<file path="config.mk">
export PLATFORM = sky130hd
export DESIGN_NAME = mips_multicycle_ctrl
export DESIGN_NICKNAME = d
export VERILOG_FILES = /design/src/rtl/mips_multicycle_ctrl.sv
export SDC_FILE = /design/constraint.sdc
export NUM_CORES = 1
export LEC_CHECK = 0
export ABC_AREA = 0
export CELL_PAD_IN_SITES_DETAIL_PLACEMENT = 0
export CELL_PAD_IN_SITES_GLOBAL_PLACEMENT = 2
export CORE_ASPECT_RATIO = 1.75
export CORE_MARGIN = 4
export CORE_UTILIZATION = 24
export DETAILED_ROUTE_END_ITERATION = 8
export GPL_TIMING_DRIVEN = 0
export HOLD_SLACK_MARGIN = 0.03
export PLACE_DENSITY_LB_ADDON = 0.25
export SLEW_MARGIN = 10
export SYNTH_ARGS = -nofsm -noshare
export SYNTH_HDL_FRONTEND = slang
export SYNTH_SLANG_ARGS = --single-unit
</file>
<file path="constraint.sdc">
create_clock -name clock -period 2.15 [get_ports clock]
set_input_delay 0.5375 -clock clock [delete_from_list [all_inputs] [get_ports clock]]
set_output_delay 0.5375 -clock clock [all_outputs]
set_load 0.005 [all_outputs]
</file>
<file path="src/rtl/mips_multicycle_ctrl.sv">
// Multi-cycle MIPS control FSM: sequences FETCH/DECODE/EXEC/MEM/WB and drives every datapath control.
// Defining MIPS_CTRL_PERF_EN adds cycle_count/instr_count performance counters (width CNT_W).
module mips_multicycle_ctrl #(
    parameter int ALU_CTL_W = 4
`ifdef MIPS_CTRL_PERF_EN
    ,
    parameter int CNT_W = 32
`endif
) (
    input  logic                 clock,
    input  logic                 reset_n,
    input  logic [5:0]           op,
    input  logic [5:0]           funct,
    input  logic                 zero,
    input  logic                 mem_ready,
    output logic                 mem_req,
    output logic                 mem_we,
    output logic                 iord,
    output logic                 ir_write,
    output logic                 pc_write,
    output logic [1:0]           pc_src,
    output logic                 alu_src_a,
    output logic [1:0]           alu_src_b,
    output logic [ALU_CTL_W-1:0] alu_ctl,
    output logic                 reg_write,
    output logic                 reg_dst,
    output logic                 mem_to_reg,
    output logic [2:0]           state,
    output logic                 illegal
`ifdef MIPS_CTRL_PERF_EN
    ,
    output logic [CNT_W-1:0]     cycle_count,
    output logic [CNT_W-1:0]     instr_count
`endif
);

    typedef enum logic [2:0] {
        ST_FETCH  = 3'd0,
        ST_DECODE = 3'd1,
        ST_EXEC   = 3'd2,
        ST_MEM    = 3'd3,
        ST_WB     = 3'd4
    } state_t;

    typedef enum logic [2:0] {
        CL_R, CL_LW, CL_SW, CL_BEQ, CL_J, CL_ADDI, CL_ILL
    } cls_t;

    localparam logic [ALU_CTL_W-1:0] ALU_ADD = ALU_CTL_W'(0);
    localparam logic [ALU_CTL_W-1:0] ALU_SUB = ALU_CTL_W'(1);

    function automatic cls_t classify(input logic [5:0] o, input logic [5:0] f);
        cls_t c;
        c = CL_ILL;
        case (o)
            6'd0: begin
                if (f == 6'd32 || f == 6'd34 || f == 6'd36 || f == 6'd37 || f == 6'd42)
                    c = CL_R;
            end
            6'd35:   c = CL_LW;
            6'd43:   c = CL_SW;
            6'd4:    c = CL_BEQ;
            6'd2:    c = CL_J;
            6'd8:    c = CL_ADDI;
            default: c = CL_ILL;
        endcase
        return c;
    endfunction

    function automatic logic [2:0] funct_ctl(input logic [5:0] f);
        logic [2:0] c;
        case (f)
            6'd34:   c = 3'd1;
            6'd36:   c = 3'd2;
            6'd37:   c = 3'd3;
            6'd42:   c = 3'd4;
            default: c = 3'd0;
        endcase
        return c;
    endfunction

    state_t     state_reg, state_next;
    logic [5:0] op_reg, funct_reg;
    cls_t       cls_port, cls_lat;

    // DECODE sees IR directly on the ports; later states use the copy taken during DECODE.
    assign cls_port = classify(op, funct);
    assign cls_lat  = classify(op_reg, funct_reg);

    always_ff @(posedge clock) begin
        if (!reset_n) begin
            state_reg <= ST_FETCH;
            op_reg    <= 6'd0;
            funct_reg <= 6'd0;
        end else begin
            state_reg <= state_next;
            if (state_reg == ST_DECODE) begin
                op_reg    <= op;
                funct_reg <= funct;
            end
        end
    end

    always_comb begin
        state_next = state_reg;
        mem_req    = 1'b0;
        mem_we     = 1'b0;
        iord       = 1'b0;
        ir_write   = 1'b0;
        pc_write   = 1'b0;
        pc_src     = 2'd0;
        alu_src_a  = 1'b0;
        alu_src_b  = 2'd0;
        alu_ctl    = ALU_ADD;
        reg_write  = 1'b0;
        reg_dst    = 1'b0;
        mem_to_reg = 1'b0;
        illegal    = 1'b0;
        // Every output is forced low while reset is held, whatever state the register holds.
        if (!reset_n) begin
            state_next = ST_FETCH;
        end else begin
            case (state_reg)
                ST_FETCH: begin
                    mem_req = 1'b1;
                    if (mem_ready) begin
                        ir_write   = 1'b1;
                        pc_write   = 1'b1;
                        alu_src_b  = 2'd1;
                        state_next = ST_DECODE;
                    end
                end
                ST_DECODE: begin
                    alu_src_b = 2'd3;
                    if (cls_port == CL_ILL) begin
                        illegal    = 1'b1;
                        state_next = ST_FETCH;
                    end else begin
                        state_next = ST_EXEC;
                    end
                end
                ST_EXEC: begin
                    case (cls_lat)
                        CL_R: begin
                            alu_src_a  = 1'b1;
                            alu_ctl    = ALU_CTL_W'(funct_ctl(funct_reg));
                            state_next = ST_WB;
                        end
                        CL_LW, CL_SW: begin
                            alu_src_a  = 1'b1;
                            alu_src_b  = 2'd2;
                            state_next = ST_MEM;
                        end
                        CL_ADDI: begin
                            alu_src_a  = 1'b1;
                            alu_src_b  = 2'd2;
                            state_next = ST_WB;
                        end
                        CL_BEQ: begin
                            alu_src_a  = 1'b1;
                            alu_ctl    = ALU_SUB;
                            pc_write   = zero;
                            pc_src     = 2'd1;
                            state_next = ST_FETCH;
                        end
                        CL_J: begin
                            pc_write   = 1'b1;
                            pc_src     = 2'd2;
                            state_next = ST_FETCH;
                        end
                        default: state_next = ST_FETCH;
                    endcase
                end
                ST_MEM: begin
                    mem_req = 1'b1;
                    iord    = 1'b1;
                    mem_we  = (cls_lat == CL_SW);
                    if (mem_ready)
                        state_next = (cls_lat == CL_LW) ? ST_WB : ST_FETCH;
                end
                ST_WB: begin
                    reg_write  = 1'b1;
                    reg_dst    = (cls_lat == CL_R);
                    mem_to_reg = (cls_lat == CL_LW);
                    state_next = ST_FETCH;
                end
                default: state_next = ST_FETCH;
            endcase
        end
    end

    assign state = reset_n ? state_reg : 3'd0;

`ifdef MIPS_CTRL_PERF_EN
    // Index 0 counts cycles, index 1 counts instructions retired back into FETCH.
    logic [1:0] cnt_inc;
    assign cnt_inc[0] = 1'b1;
    assign cnt_inc[1] = (state_reg == ST_EXEC || state_reg == ST_MEM || state_reg == ST_WB)
                        && (state_next == ST_FETCH);

    for (genvar gi = 0; gi < 2; gi++) begin : g_cnt
        logic [CNT_W-1:0] cnt_reg;
        always_ff @(posedge clock) begin
            if (!reset_n)
                cnt_reg <= '0;
            else if (cnt_inc[gi])
                cnt_reg <= cnt_reg + CNT_W'(1);
        end
    end

    assign cycle_count = reset_n ? g_cnt[0].cnt_reg : '0;
    assign instr_count = reset_n ? g_cnt[1].cnt_reg : '0;
`endif

endmodule

</file>
; Word-level counts from Yosys, hierarchy flattened
; Cells that the tools add are included.
; W data, S select, Z words.
[totals]
ff_bits = 15
latch_bits = 0
mem_bits_rw = 0
rom_bits = 0
inputBits = 16
out_inout_bits = 21
elab_cells = 99
memories = 0
[op_classes]
addsub = 0
multipliers = 0
div = 0
order_cmp = 0
eq_ne = 32
shifts = 0
muxes = 46
n_bitwise = 0
n_reduce_logical = 18
[op_table]
columns = op, n
row1 = $eq A6 B6 Y1 const B, 14
row2 = $pmux W3 S6, 2
row3 = $mux W3, 8
row4 = $pmux W3 S4, 2
row5 = $mux W1, 23
row6 = $eq A3 B2 Y1 const B, 4
row7 = $eq A3 B3 Y1 const B, 4
row8 = $eq A6 B2 Y1 const B, 2
row9 = $eq A6 B3 Y1 const B, 2
row10 = $eq A6 B4 Y1 const B, 2
row11 = $logic_not A6 Y1, 2
row12 = $pmux W3 S2, 2
row13 = $mux W2, 5
row14 = $logic_or A1 B1 Y1, 8
row15 = $eq A3 B1 Y1 const B, 2
row16 = $logic_not A3 Y1, 2
row17 = $pmux W2 S3, 1
row18 = $reduce_or A2 Y1, 3
row19 = $reduce_or A5 Y1, 1
row20 = $ne A2 B2 Y1 const B, 2
row21 = $pmux W1 S2, 2
row22 = $pmux W2 S2, 1
row23 = $reduce_or A3 Y1, 1
row24 = $reduce_and A2 Y1, 1

; Longest topological paths before layout
[depth]
depth_word = 12
ltp_mapped = 6

; Worst setup path after synthesis
; OpenSTA, ideal clock, no wires.
[synth_timing]
kind = reg-to-output
from = register op_reg[5]
to = output alu_ctl[0]
arrival_time_ns = 1.686
required_ns = 1.612
setup_slack_ns = -0.074
stages_incl_launch_ff = 7
path_buffers = 1
cell_sequence = dfxtp_1 buf_6 or3_4 or3_1 o22ai_2 nand4_2 o32ai_1
[synth_between]
elab_chain_len = 6
elab_cells_between_ends = 12
[synth_lines]
columns = element, line_no
row1 = start: declaration, 83  ; logic [5:0] op_reg, funct_reg;
row2 = start signal: assignment, 98  ; op_reg <= op;
row3 = $eq A6 B4 Y1 (tied with other cells), 55  ; case (o)
row4 = $pmux W3 S6 (*), 55
row5 = $eq A3 B2 Y1 / $logic_not A3 Y1 (equally long branches), 143  ; case (cls_lat)
row6 = $pmux W3 S2 (*), 143
row7 = $mux W3 (*), 123  ; case (state_reg)
row8 = $mux W3 (*), 120  ; if (!reset_n) begin
row9 = end: declaration, 24  ; output logic [ALU_CTL_W-1:0] alu_ctl,
; Mark *: on every way between the ends. The rest lies on a longest branch, timed or not.

; Worst setup path after layout
[layout_timing]
from = register op_reg[5]
to = output alu_ctl[1]
; The elaborated chain is that of the path after synthesis.

==> flow_metrics.env <==
export IMPL_insertion_delay_ps=240
export IMPL_wire_per_inst_um=15.98
export IMPL_postSynthAreaPerCell_um2=8.241
export IMPL_fin_setup_tns_ps=-3352
export IMPL_drc=0
export IMPL_drv_cap=0
export IMPL_ys_warn_count=0
export IMPL_fin_nets=225
export IMPL_r2r_start="op_reg[5]"
export IMPL_start_kind="register"
export IMPL_grt_max_degree=11
export IMPL_critPathCaptureType="primary output"
export IMPL_cts_inserted_buffers=3
export IMPL_die_width_um=62.25
export IMPL_dr_pass1_iters=3
export IMPL_fin_worst_skew_ps=4.014
export IMPL_first_global_vias=1412
export IMPL_cts_clk_slew_worst_paths_ps=60
export IMPL_synth_cell_area_mm2=0.001236
export IMPL_yosysUniqueCellTypes=47
export IMPL_synth_area_leaders="dfxtp_1 (24%), mux2i_1 (11%), nor2b_1 (8.6%)"
export IMPL_leakage_nw=0.9155
export IMPL_synthFlopType="dfxtp_1"
export IMPL_min_period_ps=2667
export IMPL_holdPathEnd="funct_reg[5]"
export IMPL_stdcell_area_mm2=0.002081
export IMPL_num_rows=34
export IMPL_antenna_found_initial=0
export IMPL_io_pins=37
export IMPL_coreArea_mm2=0.004977
export IMPL_cp_max_fo=8
export IMPL_start_util=0.2484
export IMPL_grt_pass1_wl_um=6513
export IMPL_finalCritPeriodShare=1.240
export IMPL_grt_usage=0.1249
export IMPL_die_h_um=102.9
export IMPL_drt_wl_total_um=4186
export IMPL_syn_num_nets=166
export IMPL_clock_sinks=15
export IMPL_p_per_area_mw_per_mm2=379.7
export IMPL_synth_top_area_cell="dfxtp_1"
export IMPL_drt_vias_per_instance=5.073
export IMPL_cts_root_buf="clkbuf_8"
export IMPL_area_growth_synth_to_final_pct=68.32
export IMPL_htreeDepth=1
export IMPL_drt_iter0_drc=33
export IMPL_via_count=1329
export IMPL_required_ps=1610
export IMPL_synth_async_reset_ratio=0
export IMPL_grt_overflow=0
export IMPL_setup_slack_ps=-516.5
export IMPL_slew_violations=0
export IMPL_outcome="complete, but fails checks"
export IMPL_synth_top_cell_area_share=0.2429
export IMPL_synth_cells=150
export IMPL_cts_tree="yes"
export IMPL_violations="negative setup slack"
export IMPL_min_from="funct_reg[5]"
export IMPL_dpl_cell_area_mm2=0.001674
export IMPL_drive_above_1_share=0.4423
export IMPL_hold_viol_final=0
export IMPL_reg2reg_depth=6
export IMPL_place_gp_congestion=0.8529
export IMPL_rsz0062_at_grt="true"
export IMPL_diodes=0
export IMPL_die_area_mm2=0.006408
export IMPL_timing_fmax_ghz=0.3750
export IMPL_reg2reg_to="state_reg[0]"
export IMPL_ys_seq_elements=15
export IMPL_postRouteAntennaNets=0
export IMPL_min_path_type="reg2reg"
export IMPL_setup_viol=11
export IMPL_worstSetupPathType="reg2out"
export IMPL_irDropWorstVdd_uv=372.0
export IMPL_worstPathArrival_ps=2130
export IMPL_hold_depth=2
export IMPL_r2r_setup_slack_ps=330
export IMPL_ys_seq_area_frac=0.2429
export IMPL_nFillCells=524
export IMPL_dp_hpwl_um=2988
export IMPL_synth_edf_count=0
export IMPL_clock_path_buffers=2
export IMPL_io_buffer_count=35
cell usage in the layout (no fill, tap or decap), types with 3 or more instances in the layout:
cell type        count
nand4b_1             4
dfxtp_1              9
nand2_1              3
a21oi_1              4
nand3_1              4
clkbuf_2             3
mux2i_1             12
nand4_1              3
clkbuf_8             5
inv_1                3
buf_6               10
buf_4               20
dfxtp_4              3
o21ai_0              3
nor2_1               7
dfxtp_2              3
nor2b_1             15
dlymetal6s2s_1       9
buf_2                9
nand2b_1             7
clkdlybuf4s50_1      7
logic make-up after synthesis:
kind of cell,count (synthesis),share of synthesized area
and+or+nand+nor,75,0.3846
adders and majority gates,1,0.008097
AOI/OAI and AO/OA,26,0.1447
DFF,15,0.2429
buffers and inverters,15,0.07894
other,1,0.003034
muxes,15,0.1235
xor gates and xnor gates,2,0.01417
cell type report:
| class | count | area, um2 | share of cell area |
|---|---|---|---|
| plain buffers | 8 | 77.57 | 0.03728 |
| flip-flops and latches | 15 | 315.3 | 0.1515 |
| multi-input cells | 120 | 1046 | 0.5027 |
| inverters | 4 | 15.01 | 0.007216 |
| well taps | 54 | 67.56 | 0.03247 |
| clock buffers | 4 | 45.04 | 0.02165 |
| repair buffers | 57 | 514.2 | 0.2471 |
through the flow:
stage	cells	power [mW]	utilization	setup WS, ps	hold slack, ps
after global routing	262	0.8364	0.4180	-648.5	558.3
after floorplan	150	0.4257	-	-29.76	475.0
after detailed placement	239	0.5051	0.3364	-1006	500.3
after CTS	259	0.7689	0.3851	-639.4	515.3
final	262	0.7901	0.4180	-516.5	519.2
after global placement	239	0.5044	0.3364	-974.1	492.7
repair_timing:
item                                    in CTS  in global routing
resized for setup                           73                 77
pin swaps                                   11                 12
endpoints found under the setup margin      21                 19
hold buffers                                 0                  0
buffers inserted                            18                 10
per-layer routing:
metal  global-route usage  vias up  wire length [um]  share of wire
met2               0.2276       35              2287           0.55
met1               0.1252      629              1608           0.38
li1                     -      657                 -              -
met4              0.09150        0               120          0.029
met5                    0        -                 0              0
met3              0.02399        8               170          0.041
power breakdown:
group / switching (mW) / total, mW / leakage (nW) / internal [mW]
Sequential: 0.0201 / 0.309 / 0.126 / 0.289
Combinational: 0.116 / 0.253 / 0.767 / 0.137
Clock: 0.0969 / 0.228 / 0.0228 / 0.131
Total: 0.233 / 0.790 / 0.915 / 0.557
synthesized netlist by cell type, drive strengths merged, types with 2 or more instances:
master	number
and2b	2
nand4	4
o22ai	4
nor4	4
a21oi	4
nand2b	9
dfxtp	15
mux2	2
nor2	10
clkbuf	5
or2b	2
nor3b	2
or3	3
nand2	3
inv	4
nor3	2
o31ai	3
nor2b	17
nor4b	2
buf	6
a31oi	3
mux2i	13
and2	3
nand4b	4
o21ai	5
nand3	4
how the worst max path moves through the flow:
stage | start | endpoint | slack, ps | cells past startpoint
after global routing | funct_reg[2] | alu_ctl[1] | -650 | 6
after CTS | op_reg[1] | alu_ctl[2] | -640 | 8
after floorplan | op_reg[5] | alu_ctl[1] | -30 | 6
after global placement | funct[2] | illegal | -970 | 6
after detailed placement | funct[2] | illegal | -1010 | 6
final | op_reg[5] | alu_ctl[1] | -520 | 7
worst max-delay path, cell delays in order, from the launching register on:
cell and delay, ps:
dfxtp_4 380, or3_4 390, or3_4 350, o22ai_4 120, buf_6 120, nand4_4 100, nor4b_2 280, buf_2 150
No activity file was read; power rests on OpenSTA's default activity.
